$ cat src/rtl/ps2_rx_fifo.sv
// ps2_rx_fifo: PS/2 device-to-host receiver that deframes scan codes into a small FIFO
module ps2_rx_fifo #(
    parameter int DEPTH_LOG2 = 3,
    parameter int TIMEOUT    = 50000
) (
    input  logic       clk,
    input  logic       clrn,
    input  logic       ps2_clk,
    input  logic       ps2_data,
    input  logic       nextdata_n,
    output logic [7:0] data,
    output logic       ready,
    output logic       overflow,
    output logic       frame_err
);
    localparam int DEPTH = 1 << DEPTH_LOG2;
    localparam int CW    = DEPTH_LOG2 + 1;
    localparam int TW    = $clog2(TIMEOUT);

    logic [2:0]            sc_q;
    logic [1:0]            sd_q;
    logic [3:0]            bit_q;
    logic [9:0]            sh_q;
    logic [TW-1:0]         to_q;
    logic                  push_q;
    logic                  err_q;
    logic [7:0]            mem [DEPTH];
    logic [DEPTH_LOG2-1:0] rd_q;
    logic [DEPTH_LOG2-1:0] rd_d;
    logic [DEPTH_LOG2-1:0] wr_q;
    logic [CW-1:0]         cnt_q;
    logic [CW-1:0]         cnt_d;
    logic                  ovf_q;
    logic [7:0]            data_q;
    logic                  fall;
    logic                  din;
    logic                  last;
    logic                  good;
    logic                  tmo;
    logic                  full;
    logic                  pop;
    logic                  wr_en;

    assign data      = data_q;
    assign ready     = cnt_q != '0;
    assign overflow  = ovf_q;
    assign frame_err = err_q;

    // Edge detect, frame check and FIFO bookkeeping decoded from current state
    always_comb begin
        fall  = sc_q[2] & ~sc_q[1];
        din   = sd_q[1];
        last  = bit_q == 4'd10;
        good  = ~sh_q[0] & din & (^sh_q[9:1]);
        tmo   = (bit_q != 4'd0) && (to_q == TW'(TIMEOUT - 1));
        full  = cnt_q[DEPTH_LOG2];
        pop   = ready && !nextdata_n;
        wr_en = push_q && (!full || pop);
        rd_d  = rd_q + DEPTH_LOG2'(pop);
        cnt_d = cnt_q + CW'(wr_en) - CW'(pop);
    end

    // Bring the asynchronous PS/2 lines into the clk domain
    always_ff @(posedge clk or negedge clrn) begin
        if (!clrn) begin
            sc_q <= 3'b111;
            sd_q <= 2'b11;
        end else begin
            sc_q <= {sc_q[1:0], ps2_clk};
            sd_q <= {sd_q[0], ps2_data};
        end
    end

    // Shift in frame bits, judge the frame on its stop bit and abandon stalled frames
    always_ff @(posedge clk or negedge clrn) begin
        if (!clrn) begin
            bit_q  <= '0;
            sh_q   <= '0;
            to_q   <= '0;
            push_q <= 1'b0;
            err_q  <= 1'b0;
        end else begin
            push_q <= fall && last && good;
            err_q  <= (fall && last && !good) || (!fall && tmo);
            if (fall) begin
                to_q  <= '0;
                bit_q <= last ? 4'd0 : bit_q + 4'd1;
                if (!last) sh_q <= {din, sh_q[9:1]};
            end else if (tmo) begin
                to_q  <= '0;
                bit_q <= '0;
            end else if (bit_q != 4'd0) begin
                to_q <= to_q + TW'(1);
            end
        end
    end

    // Storage array; the judged byte stays in the shift register until the next frame starts
    always_ff @(posedge clk) begin
        if (wr_en) mem[wr_q] <= sh_q[8:1];
    end

    // Pointers, occupancy, sticky overflow and a head register that forwards a write into an empty slot
    always_ff @(posedge clk or negedge clrn) begin
        if (!clrn) begin
            rd_q   <= '0;
            wr_q   <= '0;
            cnt_q  <= '0;
            ovf_q  <= 1'b0;
            data_q <= '0;
        end else begin
            rd_q  <= rd_d;
            wr_q  <= wr_q + DEPTH_LOG2'(wr_en);
            cnt_q <= cnt_d;
            if (push_q && full && !pop) ovf_q <= 1'b1;
            else if (pop) ovf_q <= 1'b0;
            if (cnt_d != '0) data_q <= (wr_en && wr_q == rd_d) ? sh_q[8:1] : mem[rd_d];
        end
    end
endmodule
$ cat config.mk
export PLATFORM = sky130hd
export DESIGN_NAME = ps2_rx_fifo
export DESIGN_NICKNAME = d
export VERILOG_FILES = /design/src/rtl/ps2_rx_fifo.sv
export SDC_FILE = /design/constraint.sdc
export NUM_CORES = 1
export LEC_CHECK = 0
export BUFFER_PORTS_ARGS = -buffer_cell sky130_fd_sc_hd__buf_2
export CAP_MARGIN = 0
export CORE_ASPECT_RATIO = 1.75
export CORE_MARGIN = 5
export CORE_UTILIZATION = 55
export CTS_CLUSTER_DIAMETER = 150
export DETAILED_ROUTE_END_ITERATION = 10
export MAX_ROUTING_LAYER = met4
export PLACE_DENSITY = 0.81
export RECOVER_POWER = 25
export SLEW_MARGIN = 20
export SYNTH_ARGS = -nofsm -noshare
export SYNTH_HDL_FRONTEND = slang
export SYNTH_SLANG_ARGS = --single-unit
$ cat constraint.sdc
create_clock -name clk -period 4.15 [get_ports clk]
set_input_delay 0.83 -clock clk [delete_from_list [all_inputs] [get_ports clk]]
set_output_delay 0.83 -clock clk [all_outputs]
set_load 0.02 [all_outputs]
# Word-level counts from Yosys, hierarchy flattened
# Memory sizes are Yosys's and may differ from the RTL's. A register that Yosys moved wholly into a read port is not among the register bits.
# Cells that the tools add are included.
# totals
ff_bits,48
ram_bits,64
in_bits,5
out_inout_bits,11
word_cells,61
mem_count,1
# classes
add_sub_neg,6
n_eq_ne,2
mux,10
bitwise_logic,6
reduce_logical,25
# mem_list
name,depth,width,rd,rd_ports_with_merged_regs,wr,line_no,rtl
mem,8,8,1,1,1,27,logic [7:0] mem [DEPTH];
# ops
operator,n
two-way mux 16 bit,3
adder 16 x 1 -> 16 bit (second input constant),1
== test 16 bit (second input constant),1
two-way mux 4 bit,3
nonzero test 4 bit,3
logical AND 1 bit,9
XOR reduction 9 bit,1
adder 3 x 1 -> 3 bit,2
logical NOT 1 bit,6
adder 4 x 1 -> 4 bit,1
adder 4 x 1 -> 4 bit (second input constant),1
== test 4 bit (second input constant),1
two-way mux 1 bit,4
nonzero test 2 bit,2
subtractor 4 x 1 -> 4 bit,1
bitwise AND 1 bit,3
inverter 1 bit,3
nonzero test 3 bit,1
logical OR 1 bit,2
AND reduction 2 bit,1

# Depth between registers and ports, before layout
# Gate-level depths: netlist of the first run.
# depth
ltp_word,7
mapped_depth,15
ltp_nobuf,14

# Least setup slack after synthesis of the first run
# No wires, ideal clock.
# synth_timing
kind,input to register
startpoint,in nextdata_n
endpoint,"reg data_q[5] (netlist: data[5]), read port of mem"
setup_ns,0.077
arrival_ns,3.086
required_time_ns,4.073
slack_ns,0.986
cell_stages,13
n_path_buf,1
cell_sequence,a21boi_0 -> nand2_1 -> ha_1 -> inv_1 -> ha_1 -> inv_1 -> fa_1 -> xnor2_1 -> nor4b_1 -> mux2i_1 -> clkbuf_1 -> nor2_1 -> a21oi_1
# synth_between
elab_chain_cells,7
elab_cells_between_ends,8
cone_classes,add/sub: 3; reduce/logical: 5
# synth_lines
item,line_no,rtl
from (decl),10,"input logic nextdata_n,"
logical NOT 1 bit *,57,pop = ready && !nextdata_n;
logical AND 1 bit *,57,
logical OR 1 bit,58,wr_en = push_q && (!full || pop);
logical AND 1 bit,58,
adder 4 x 1 -> 4 bit,60,cnt_d = cnt_q + CW'(wr_en) - CW'(pop);
subtractor 4 x 1 -> 4 bit *,60,
net cnt_d[2],32,logic [CW-1:0] cnt_d;
nonzero test 4 bit *,117,if (cnt_d != '0) data_q <= (wr_en && wr_q == rd_d) ? sh_q[8:1] : mem[rd_d];
to (decl),34,logic [7:0] data_q;
# The timed path passes the listed nets; every way through them passes the cells marked *.
# A chain may end at the register's enable or synchronous reset.

# Worst setup path after layout of the first run
# layout_timing
startpoint,reg cnt_q[3]
endpoint,"reg data_q[6] (netlist: data[6]), read port of mem"
# layout_between
elab_chain_cells,7
elab_cells_between_ends,9
cone_classes,add/sub: 3; reduce/logical: 6
# layout_lines
item,line_no,rtl
from (decl),31,logic [CW-1:0] cnt_q;
from (signal assigned),114,cnt_q <= cnt_d;
nonzero test 4 bit,45,assign ready = cnt_q != '0;
logical AND 1 bit,57,
logical OR 1 bit,58,
logical AND 1 bit,58,
adder 4 x 1 -> 4 bit,60,
subtractor 4 x 1 -> 4 bit *,60,
net cnt_d[1],32,
nonzero test 4 bit *,117,
# Marked as above.

==> flow_summary.json, run 1 <==
{
  "outcome": "finished, final reports clean",
  "switching_share": 0.3077,
  "cts_tree": "done",
  "coreArea_mm2": 0.009350,
  "wl_mm": 9.693,
  "synth_fp_nets": 352,
  "cts_resized": 0,
  "synth.avg_cell_area_um2": 15.55,
  "grt_antenna_before_repair": 0,
  "postSynthCellCount": 333,
  "gp_congestion": 0.7685,
  "die_h_um": 138.4,
  "synthTopCellsByArea": "edfxtp_1 37%, dfrtp_1 25%, mux4_1 7.1%, mux2_2 3.9%, xnor2_1 3.2%",
  "instances_no_fill": 501,
  "h-tree-depth": 4,
  "synth_top_area_cell": "edfxtp_1",
  "worst_ep_arrival_time_ns": 3.45,
  "cts_buffer_depth": 2,
  "post_cts_buffers": 0,
  "io_pins": 16,
  "holdBufCountCts": 0,
  "ff2ff_path_depth": 15,
  "insertion_delay_ns": 0.41,
  "dp_cells": 469,
  "slew_violations": 0,
  "rsz0062_at_grt": "no",
  "antenna_cells": 0,
  "crit_end": "data[6]",
  "grt_max_degree": 34,
  "layout_commonest_cell": "edfxtp_1",
  "setup_tns_ns": 0,
  "drtAntennaViolNets": 0,
  "syn-cell-area_mm2": 0.005177,
  "tightest_slew_ns": 0.9238,
  "cts_num_sinks": 120,
  "first_iter_violations": 148,
  "relSlewSlack": 0.3819,
  "ir_drop_mv": 0.4409,
  "vias": 2857,
  "hold_class": "reg -> reg",
  "synth_ff_type": "edfxtp_1",
  "regToRegStartpoint": "cnt_q[3]",
  "criticalPathCategory": "reg -> reg",
  "io_buffer_count": 15,
  "p_int_mw": 3.074,
  "hpwl_mm": 6.256,
  "grt_pass1_vias": 3085,
  "yosysSeqAreaShare": 0.6431,
  "clk_pin_slew_ns": 0.05,
  "root_buffer": "clkbuf_16",
  "grt_util_all_layers": 0.1905,
  "p_per_area_mw_per_mm2": 746.0,
  "dpl_worst_slack_ns": 0.7668,
  "drtPass1Iterations": 4,
  "grt_pass1_wl_mm": 16.17,
  "layout_common_cells": "64 x edfxtp_1, 51 x dfrtp_1, 30 x nor2_1",
  "viasPerCell": 5.703,
  "synth_top_area_frac": 0.3712,
  "p_seq_frac": 0.390,
  "required_ns": 4.43,
  "nNetsFinal": 385,
  "post_drt_wl_per_cell_um": 19.35,
  "finalHoldViolCount": 0,
  "fin_crit_sh": 0.7643,
  "area_growth_pct": 14.96,
  "async_reset_ff_frac": 0.4667,
  "start_kind": "flop",
  "clock.fmax_mhz": 315.3,
  "r2r_end": "data[6]",
  "start_util": 0.5537,
  "p_sw_mw": 1.366,
  "synth_cell_types": 44,
  "chipWidth_um": 83.34,
  "power_frac_comb": 0.302,
  "setup_ws_ns": 0.9782,
  "nFillCells": 634,
  "synth-edff-count": 64,
  "drive_gt1_frac": 0.2058,
  "route.detailed.drc": 0,
  "fin_crit_ns": 3.172,
  "std_cell_rows": 47,
  "die_area_mm2": 0.01153,
  "cts_made_buffers": 17,
  "total_power_mw": 4.440,
  "hold_slack_ns": 0.3556,
  "r2r_slack_ns": 0.98,
  "yosysWarningCount": 0,
  "ys_seq_elements": 120,
  "setup_viol": 0,
  "worst-path-max-fanout": 16,
  "overflow": 0,
  "cp-end-kind": "flop",
  "clkPwrFrac": 0.308,
  "final.setup_skew_ns": 0.008478,
  "crit_start": "cnt_q[3]",
  "power_leakage_nw": 2.420,
  "drv_cap": 0
}
## cells in the mapped netlist (2+ instances only)
cell,instances
clkbuf_1,5
nor4b_1,3
buf_6,4
dfrtp_1,51
edfxtp_1,64
mux2i_1,10
a21oi_1,13
mux4_1,14
and2_1,2
nand2_1,9
nand4_1,4
nor3b_1,2
inv_1,14
xnor2_1,19
nor2b_1,2
mux4_2,2
nand2b_1,2
nor4_1,2
nor3_1,5
o21ai_0,5
nand3_1,4
dfstp_2,5
mux2_2,18
or3_1,2
a21o_1,2
and3_1,5
ha_1,13
xor2_1,7
nor2_1,30
## flip-flops by register name, indices dropped and copies added (netlist names), 2 cells and up
| register | flops |
|---|---|
| sh_q | 10 |
| sc_q | 3 |
| bit_q | 4 |
| wr_q | 3 |
| cnt_q | 4 |
| data | 8 |
| mem | 64 |
| rd_q | 3 |
| to_q | 16 |
| sd_q | 2 |
## power groups by stage
stage,registers (mW),logic [mW],clock network (mW)
CTS,1.73,1.36,1.38
global route,1.77,1.46,1.45
finish,1.73,1.34,1.37
floorplan,1.74,1.05,0
global placement,1.73,1.28,0
detailed placement,1.75,1.33,0
## metrics by stage
step | utilization | area [µm²]
2_1_floorplan | - | 5177
3_3_place_gp | 0.5779 | 5404
3_5_place_dp | 0.5779 | 5404
4_1_cts | 0.6366 | 5952
5_1_grt | 0.6366 | 5952
6_report | 0.6366 | 5952
## layout make-up
type | count | area, µm² | area share
clock inverters | 10 | 103.9 | 0.01745
repair buffers | 25 | 150.1 | 0.02523
well taps | 122 | 152.6 | 0.02565
flip-flops and latches | 120 | 3329 | 0.5594
inverters | 14 | 52.55 | 0.008829
clock buffers | 22 | 444.2 | 0.07463
multi-input cells | 188 | 1719 | 0.2888
## cell families (layout without fill, tap and decap cells)
| family | count (synthesis) | in the layout | share of synthesized area |
|---|---|---|---|
| flops | 120 | 120 | 0.6431 |
| simple gates | 79 | 79 | 0.08265 |
| mux | 44 | 44 | 0.1382 |
| xor+xnor | 28 | 28 | 0.05147 |
| buf+inv | 25 | 71 | 0.02489 |
| compound gates | 23 | 23 | 0.02441 |
| fa+ha+maj | 14 | 14 | 0.03528 |
## metal layers
metal | global-route usage | up-vias | wire length (µm)
li1 | - | 1304 | -
met1 | 0.2011 | 1467 | 3593
met2 | 0.3283 | 66 | 5538
met3 | 0.05595 | 20 | 322
met4 | 0.08269 | 0 | 240
met5 | - | - | 0
## worst min path at each step
stage	cells after the start	slack (ns)	end	from
floorplan	0	0.35	sc_q[1]	sc_q[0]
global placement	0	0.35	sc_q[1]	sc_q[0]
detailed placement	0	0.35	sd_q[1]	sd_q[0]
CTS	0	0.36	sd_q[1]	sd_q[0]
global route	0	0.36	sc_q[1]	sc_q[0]
finish	0	0.36	sd_q[1]	sd_q[0]
## critical path, cell delays in order, from the launching register on
cell and delay [ns]:
dfrtp_1 0.41, inv_1 0.07, ha_1 0.20, nand4bb_1 0.12
nand2_1 0.18, ha_1 0.26, inv_1 0.06, ha_1 0.17
inv_1 0.07, fa_1 0.48, inv_1 0.07, nor4b_1 0.43
mux2i_1 0.14, buf_4 0.21, nor2_1 0.12, a21oi_1 0.06
Note: power is estimated with default switching activity, not from simulation.
==> run 2: changes to the inputs <==
--- a/config.mk
+++ b/config.mk
@@ -5,6 +5,7 @@
 export SDC_FILE = /design/constraint.sdc
 export NUM_CORES = 1
 export LEC_CHECK = 0
+export ABC_AREA = 1
 export BUFFER_PORTS_ARGS = -buffer_cell sky130_fd_sc_hd__buf_2
 export CAP_MARGIN = 0
 export CORE_ASPECT_RATIO = 1.75
==> constraint.sdc (replaced) <==
create_clock -name clk -period 3.1 [get_ports clk]
set_input_delay 0.62 -clock clk [delete_from_list [all_inputs] [get_ports clk]]
set_output_delay 0.62 -clock clk [all_outputs]
set_load 0.02 [all_outputs]
==> run 2 against run 1 <==
Non-clock buffer count is 2 higher; combinational power is 84% higher; sequential cell count stayed put; cell count is 43% higher; register-to-register slack worse by 0.79 ns; worst setup slack worse by 0.79 ns; via count is 41% higher; first-iteration DRC count is 100% higher; die area is 6.9% higher; total power is 56% higher; synthesized cell count is 65% higher; largest power group is now combinational cells.
==> flow_summary.json, run 2 <==
{
  "outcome": "finished, final reports clean",
  "path_cells": "inv_1 > ha_1 > nand2_1 > nand2_2 > a21boi_4 > inv_1 > ha_1 > inv_1 > ha_1 > inv_1 > fa_1 > inv_1 > nor3_4 > nand3_4 > nand3_1 > o21ai_1",
  "nNetsFinal": 598,
  "slew_violations": 0,
  "io_pins": 16,
  "p_sw_mw": 2.617,
  "syn-cell-area_mm2": 0.005572,
  "cts_made_buffers": 17,
  "ff2ff_path_depth": 16,
  "start_util": 0.5622,
  "regMostFlops": "mem",
  "largest_registers": "mem x64, to_q x16, sh_q x10",
  "drv_cap": 0,
  "synth_ff_type": "edfxtp_1",
  "instances_no_fill": 716,
  "antenna_cells": 0,
  "grt_max_degree": 44,
  "post_drt_wl_per_cell_um": 17.71,
  "slowest_delay_ns": 0.48,
  "synth.avg_cell_area_um2": 10.15,
  "coreArea_mm2": 0.009910,
  "layout_common_cells": "149 x nand2_1, 64 x edfxtp_1, 61 x nand3_1",
  "synth_top_family_by_area": "simple AND/OR/NAND/NOR gates",
  "chipWidth_um": 86.09,
  "synth.most_common_cell": "nand2_1",
  "criticalPathCategory": "reg -> reg",
  "grt_pass1_wl_mm": 20.15,
  "seqCellArea_mm2": 0.003329,
  "required_ns": 3.39,
  "synthTopCellsByCount": "149 x nand2_1, 64 x edfxtp_1, 62 x nand3_1, 51 x dfrtp_1, 51 x inv_1",
  "clock.fmax_mhz": 343.0,
  "synth_top_area_cell": "edfxtp_1",
  "critPathBufInv": 5,
  "setup_ws_ns": 0.1844,
  "wl_mm": 12.68,
  "largest_register_ff_count": 64,
  "drive_gt1_frac": 0.1641,
  "crit_start": "cnt_q[3]",
  "grt_util_all_layers": 0.2258,
  "hpwl_mm": 8.340,
  "grt_use_met2": 0.4054,
  "dpl_worst_slack_ns": 0.04362,
  "p_int_mw": 4.292,
  "vias": 4015,
  "overflow": 0,
  "r2r_slack_ns": 0.18,
  "holdPathStages": 1,
  "cp_slowest_cell": "fa_1",
  "viasPerCell": 5.608,
  "h-tree-depth": 4,
  "gp_congestion": 0.9335,
  "synth_cell_types": 44,
  "die_h_um": 143.1,
  "root_buffer": "clkbuf_16",
  "io_buffer_count": 15,
  "synthSimpleGateAreaFrac": 0.2446,
  "std_cell_rows": 48,
  "fin_crit_ns": 2.916,
  "hold_class": "in -> reg",
  "synth_compound_area_frac": 0.04806,
  "die_area_mm2": 0.01232,
  "clkPwrFrac": 0.322,
  "cts_tree": "done",
  "gr-usage-met3": 0.04561,
  "finalHoldViolCount": 0,
  "worst-path-max-fanout": 8,
  "cts_num_sinks": 120,
  "relSlewSlack": 0.3743,
  "route.detailed.drc": 0,
  "grt_antenna_before_repair": 0,
  "synth_top_area_frac": 0.3449,
  "yosysSeqAreaShare": 0.5976,
  "dp_cells": 683,
  "cp-end-kind": "flop",
  "area_growth_pct": 16.69,
  "drtAntennaViolNets": 0,
  "final.setup_skew_ns": 0.007633,
  "hold_slack_ns": 0.3079,
  "nFillCells": 687,
  "power_frac_comb": 0.358,
  "synth_fp_nets": 568,
  "synth_xor_area_frac": 0.02021,
  "multi_input_area_mm2": 0.001967,
  "min_to": "sc_q[0]",
  "grt.met1_usage": 0.2063,
  "regToRegStartpoint": "cnt_q[3]",
  "ys_seq_elements": 120,
  "crit_top_cell": "inv_1",
  "power_leakage_nw": 2.873,
  "cts_buffer_depth": 2,
  "holdBufCountCts": 0,
  "ir_drop_mv": 0.5780,
  "fin_crit_sh": 0.9405,
  "r2r_end": "data[5]",
  "drtPass1Iterations": 7,
  "switching_share": 0.3787,
  "tightest_slew_ns": 0.9385,
  "yosysWarningCount": 0,
  "postSynthCellCount": 549,
  "synthAdderAreaFrac": 0.03279,
  "clk_pin_slew_ns": 0.05,
  "top_usage_layer": "met2",
  "synthTopCellsByArea": "edfxtp_1 34%, dfrtp_1 23%, nand2_1 10%, nand3_1 5.6%, inv_1 3.4%",
  "path_delay_family": "adder cells",
  "muxShareOfSynthArea": 0,
  "setup_viol": 0,
  "first_iter_violations": 296,
  "p_per_area_mw_per_mm2": 1063,
  "worst_ep_arrival_time_ns": 3.21,
  "async_reset_ff_frac": 0.4667,
  "synth-edff-count": 64,
  "insertion_delay_ns": 0.41,
  "layout_commonest_cell": "nand2_1",
  "grt_pass1_vias": 4206,
  "hold_start": "ps2_clk",
  "start_kind": "flop",
  "p_seq_frac": 0.320
}
run 2: changes by cell type after synthesis, moves of 7 or more:
cell	change
mux2i_1	-10
buf_2	+10
nand3_2	+7
mux4_1	-14
o21ai_1	+9
xnor2_1	-14
mux2_2	-18
o21ai_0	+8
nand2_1	+140
o21a_1	+8
nand3_1	+58
inv_1	+37
run 2: how the worst max path moves through the flow:
stage,endpoint,slack (ns),depth (start not counted)
finish,data[5],0.18,16
global route,data[5],-0.04,16
CTS,data[7],0.04,16
detailed placement,data[0],0.04,15
global placement,data[1],0.11,15
floorplan,data[5],0.15,17
run 2: kinds of logic (layout without fill, tap and decap cells):
logic type,after synthesis,count (layout)
AOI/OAI and AO/OA,43,43
xor gates and xnor gates,12,12
DFF,120,120
and+or+nand+nor,287,288
adders and majority gates,14,14
buffers and inverters,73,114
run 2: layout make-up:
type / instances / share of cell area
Sequential cell: 120 / 0.5121
Multi-Input combinational cell: 357 / 0.3025
Clock buffer: 17 / 0.06543
Clock inverter: 14 / 0.03772
Inverter: 56 / 0.03272
Timing Repair Buffer: 27 / 0.02540
Tap cell: 125 / 0.02406
run 2: timing repair:
action	in CTS	in global routing
setup buffers	0	1
setup endpoints to repair	0	8
resized for setup	0	5
run 2: stage by stage:
step	power (mW)	setup TNS (ns)	utilization	instance area, µm²
4_1_cts	6.795	0	0.6511	6452
3_5_place_dp	4.527	0	0.5835	5782
5_1_grt	7.300	-0.1742	0.6561	6501
3_3_place_gp	4.420	0	0.5835	5782
2_1_floorplan	3.871	0	-	5572
6_report	6.909	0	0.6561	6501
run 2: worst register-to-register path: stages (launching register included):
cell	delay, ns
dfrtp_1	0.36
inv_1	0.05
ha_1	0.17
nand2_1	0.10
nand2_2	0.09
a21boi_4	0.15
inv_1	0.07
ha_1	0.27
inv_1	0.06
ha_1	0.16
inv_1	0.06
fa_1	0.48
inv_1	0.07
nor3_4	0.31
nand3_4	0.18
nand3_1	0.13
o21ai_1	0.08
run 2: layer usage:
metal / share of wire / up-vias
li1: - / 1873
met1: 0.33 / 1915
met2: 0.56 / 165
met3: 0.040 / 62
met4: 0.071 / 0
met5: 0 / -
run 2: power groups by stage:
stage	clock network, mW	registers, mW	logic (mW)
2_1_floorplan	0	2.20	1.67
3_3_place_gp	0	2.22	2.20
3_5_place_dp	0	2.23	2.30
4_1_cts	2.24	2.21	2.35
5_1_grt	2.32	2.23	2.75
6_report	2.23	2.21	2.47
==> run 3: changes to the inputs <==
--- a/config.mk
+++ b/config.mk
@@ -13,10 +13,8 @@
 export CORE_UTILIZATION = 55
 export CTS_CLUSTER_DIAMETER = 150
 export DETAILED_ROUTE_END_ITERATION = 10
-export MAX_ROUTING_LAYER = met4
-export PLACE_DENSITY = 0.81
+export PLACE_DENSITY = 0.84
 export RECOVER_POWER = 25
-export SLEW_MARGIN = 20
 export SYNTH_ARGS = -nofsm -noshare
 export SYNTH_HDL_FRONTEND = slang
 export SYNTH_SLANG_ARGS = --single-unit
==> constraint.sdc (replaced) <==
create_clock -name clk -period 2.45 [get_ports clk]
set_input_delay 0.49 -clock clk [delete_from_list [all_inputs] [get_ports clk]]
set_output_delay 0.49 -clock clk [all_outputs]
set_load 0.02 [all_outputs]
==> run 3 against run 2 <==
The run now ends with setup timing left; clock power hardly changed; count of clock-buffer cells in the layout stayed put; sequential cell count stayed put; combinational power is 57% higher; sequential power is 26% higher; cell count is 2.9% higher; clock skew hardly changed.
==> flow_summary.json, run 3 (synthesis gave the netlist of run 2 again) <==
{
  "antenna_cells": 0,
  "drtAntennaViolNets": 0,
  "p_seq_frac": 0.313,
  "finalHoldViolCount": 0,
  "largest_registers": "mem x64, to_q x16, sh_q x10",
  "outcome": "complete, but fails checks",
  "clock.fmax_mhz": 360.5,
  "grt_pass1_vias": 4310,
  "r2r_slack_ns": -0.32,
  "p_int_mw": 5.328,
  "dpl_worst_slack_ns": -0.2684,
  "vias": 4225,
  "fin_crit_ns": 2.774,
  "route.detailed.drc": 0,
  "clkPwrFrac": 0.253,
  "power_leakage_nw": 2.974,
  "wl_mm": 13.30,
  "cts_buffer_depth": 2,
  "regMostFlops": "mem",
  "slew_violations": 0,
  "grt_antenna_before_repair": 0,
  "grt_util_all_layers": 0.2257,
  "dp_cells": 701,
  "regToRegStartpoint": "cnt_q[2]",
  "ir_drop_mv": 0.7369,
  "ff2ff_path_depth": 17,
  "holdPathStages": 1,
  "p_per_area_mw_per_mm2": 1331,
  "final.setup_skew_ns": 0.007844,
  "coreArea_mm2": 0.009910,
  "worst-path-max-fanout": 8,
  "cts_tree": "done",
  "hpwl_mm": 8.463,
  "setup_viol": 8,
  "p_sw_mw": 3.595,
  "switching_share": 0.4029,
  "crit_start": "cnt_q[2]",
  "first_iter_violations": 408,
  "instances_no_fill": 737,
  "cts_num_sinks": 120,
  "layout_common_cells": "148 x nand2_1, 64 x edfxtp_1, 54 x nand3_1",
  "rsz0062_at_grt": "yes",
  "r2r_end": "data[0]",
  "relSlewSlack": 0.5700,
  "hold_class": "in -> reg",
  "drtPass1Iterations": 5,
  "chipWidth_um": 86.09,
  "layout_commonest_cell": "nand2_1",
  "start_util": 0.5622,
  "setup_ws_ns": -0.3238,
  "io_buffer_count": 15,
  "viasPerCell": 5.733,
  "required_ns": 2.75,
  "cts_made_buffers": 17,
  "io_pins": 16,
  "grt_pass1_wl_mm": 20.69,
  "post_drt_wl_per_cell_um": 18.05,
  "fin_crit_sh": 1.132,
  "tightest_slew_ns": 0.6434,
  "violations": "setup timing",
  "grt_max_degree": 33,
  "gp_congestion": 0.8837,
  "worst_ep_arrival_time_ns": 3.07,
  "min_to": "sd_q[0]",
  "die_area_mm2": 0.01232,
  "criticalPathCategory": "reg -> reg",
  "total_power_mw": 8.924,
  "hold_start": "ps2_data",
  "root_buffer": "clkbuf_16",
  "largest_register_ff_count": 64,
  "area_growth_pct": 20.32,
  "start_kind": "flop",
  "clk_pin_slew_ns": 0.06,
  "drive_gt1_frac": 0.2255,
  "cp-end-kind": "flop",
  "nNetsFinal": 618,
  "power_frac_comb": 0.434,
  "finish.utilization": 0.6765,
  "die_h_um": 143.1,
  "drv_cap": 0,
  "overflow": 0,
  "h-tree-depth": 4,
  "insertion_delay_ns": 0.41,
  "std_cell_rows": 48
}
-- run 3: cell count changes in the layout (fill, tap and decap cells not counted), moves of 6 or more --
cell and delta:
buf_4 +14, bufinv_16 -6, inv_1 -7, inv_2 +7
nand3_1 -7, nand3_2 +6
-- run 3: cell type report --
class                      count  area [µm²]
multi-input combinational    356        2057
sequential                   120        3329
fill                         649        3206
clock buffer                  17       425.4
timing repair buffer          48       405.4
inverter                      56       212.7
tap                          125       156.4
clock inverter                15       117.6
-- run 3: metal layers --
metal  share of wire  global-route usage
met1            0.32              0.2034
met2            0.57              0.4364
met3           0.045             0.05543
met4           0.062              0.1334
met5               0                   0
-- run 3: power by group through the flow --
stage / Clock (mW) / Sequential [mW] / Combinational [mW]
final: 2.26 / 2.79 / 3.87
after global routing: 2.38 / 2.82 / 4.18
after CTS: 2.26 / 2.78 / 3.55
after detailed placement: 0 / 2.80 / 3.31
after global placement: 0 / 2.78 / 3.16
after floorplan: 0 / 2.79 / 2.15
-- run 3: how the worst max path moves through the flow --
stage	end	cells past startpoint
final	data[0]	17
after global routing	data[0]	17
after CTS	data[6]	17
after detailed placement	data[6]	16
after global placement	data[3]	16
after floorplan	data[5]	17
-- run 3: stage by stage --
step                      hold WS, ns  TNS, ns  area (µm²)
after detailed placement       0.3195   -2.096        6000
after CTS                      0.1701   -1.831        6630
after global placement         0.3242   -1.837        6000
after floorplan                0.1944   -1.922        5595
final                          0.1696   -2.454        6704
after global routing           0.1636   -3.210        6704
-- run 3: timing repair --
action,in CTS,in global routing
hold buffers,1,0
gates cloned,1,0
endpoints found under the setup margin,8,8
hold endpoints to repair,2,0
pin swaps,0,3
gates resized for setup,14,14
setup buffers,1,1
-- run 3: worst max-delay path, stage by stage (launching register included) --
cell     delay (ns)
dfrtp_1        0.39
inv_2          0.09
ha_4           0.15
nand2_4        0.05
nand2_4        0.07
buf_4          0.12
inv_2          0.04
ha_4           0.23
inv_2          0.06
ha_4           0.13
inv_2          0.03
fa_1           0.48
inv_2          0.05
nor3_2         0.18
nand3_2        0.21
buf_12         0.22
nand3_2        0.10
o21ai_2        0.06
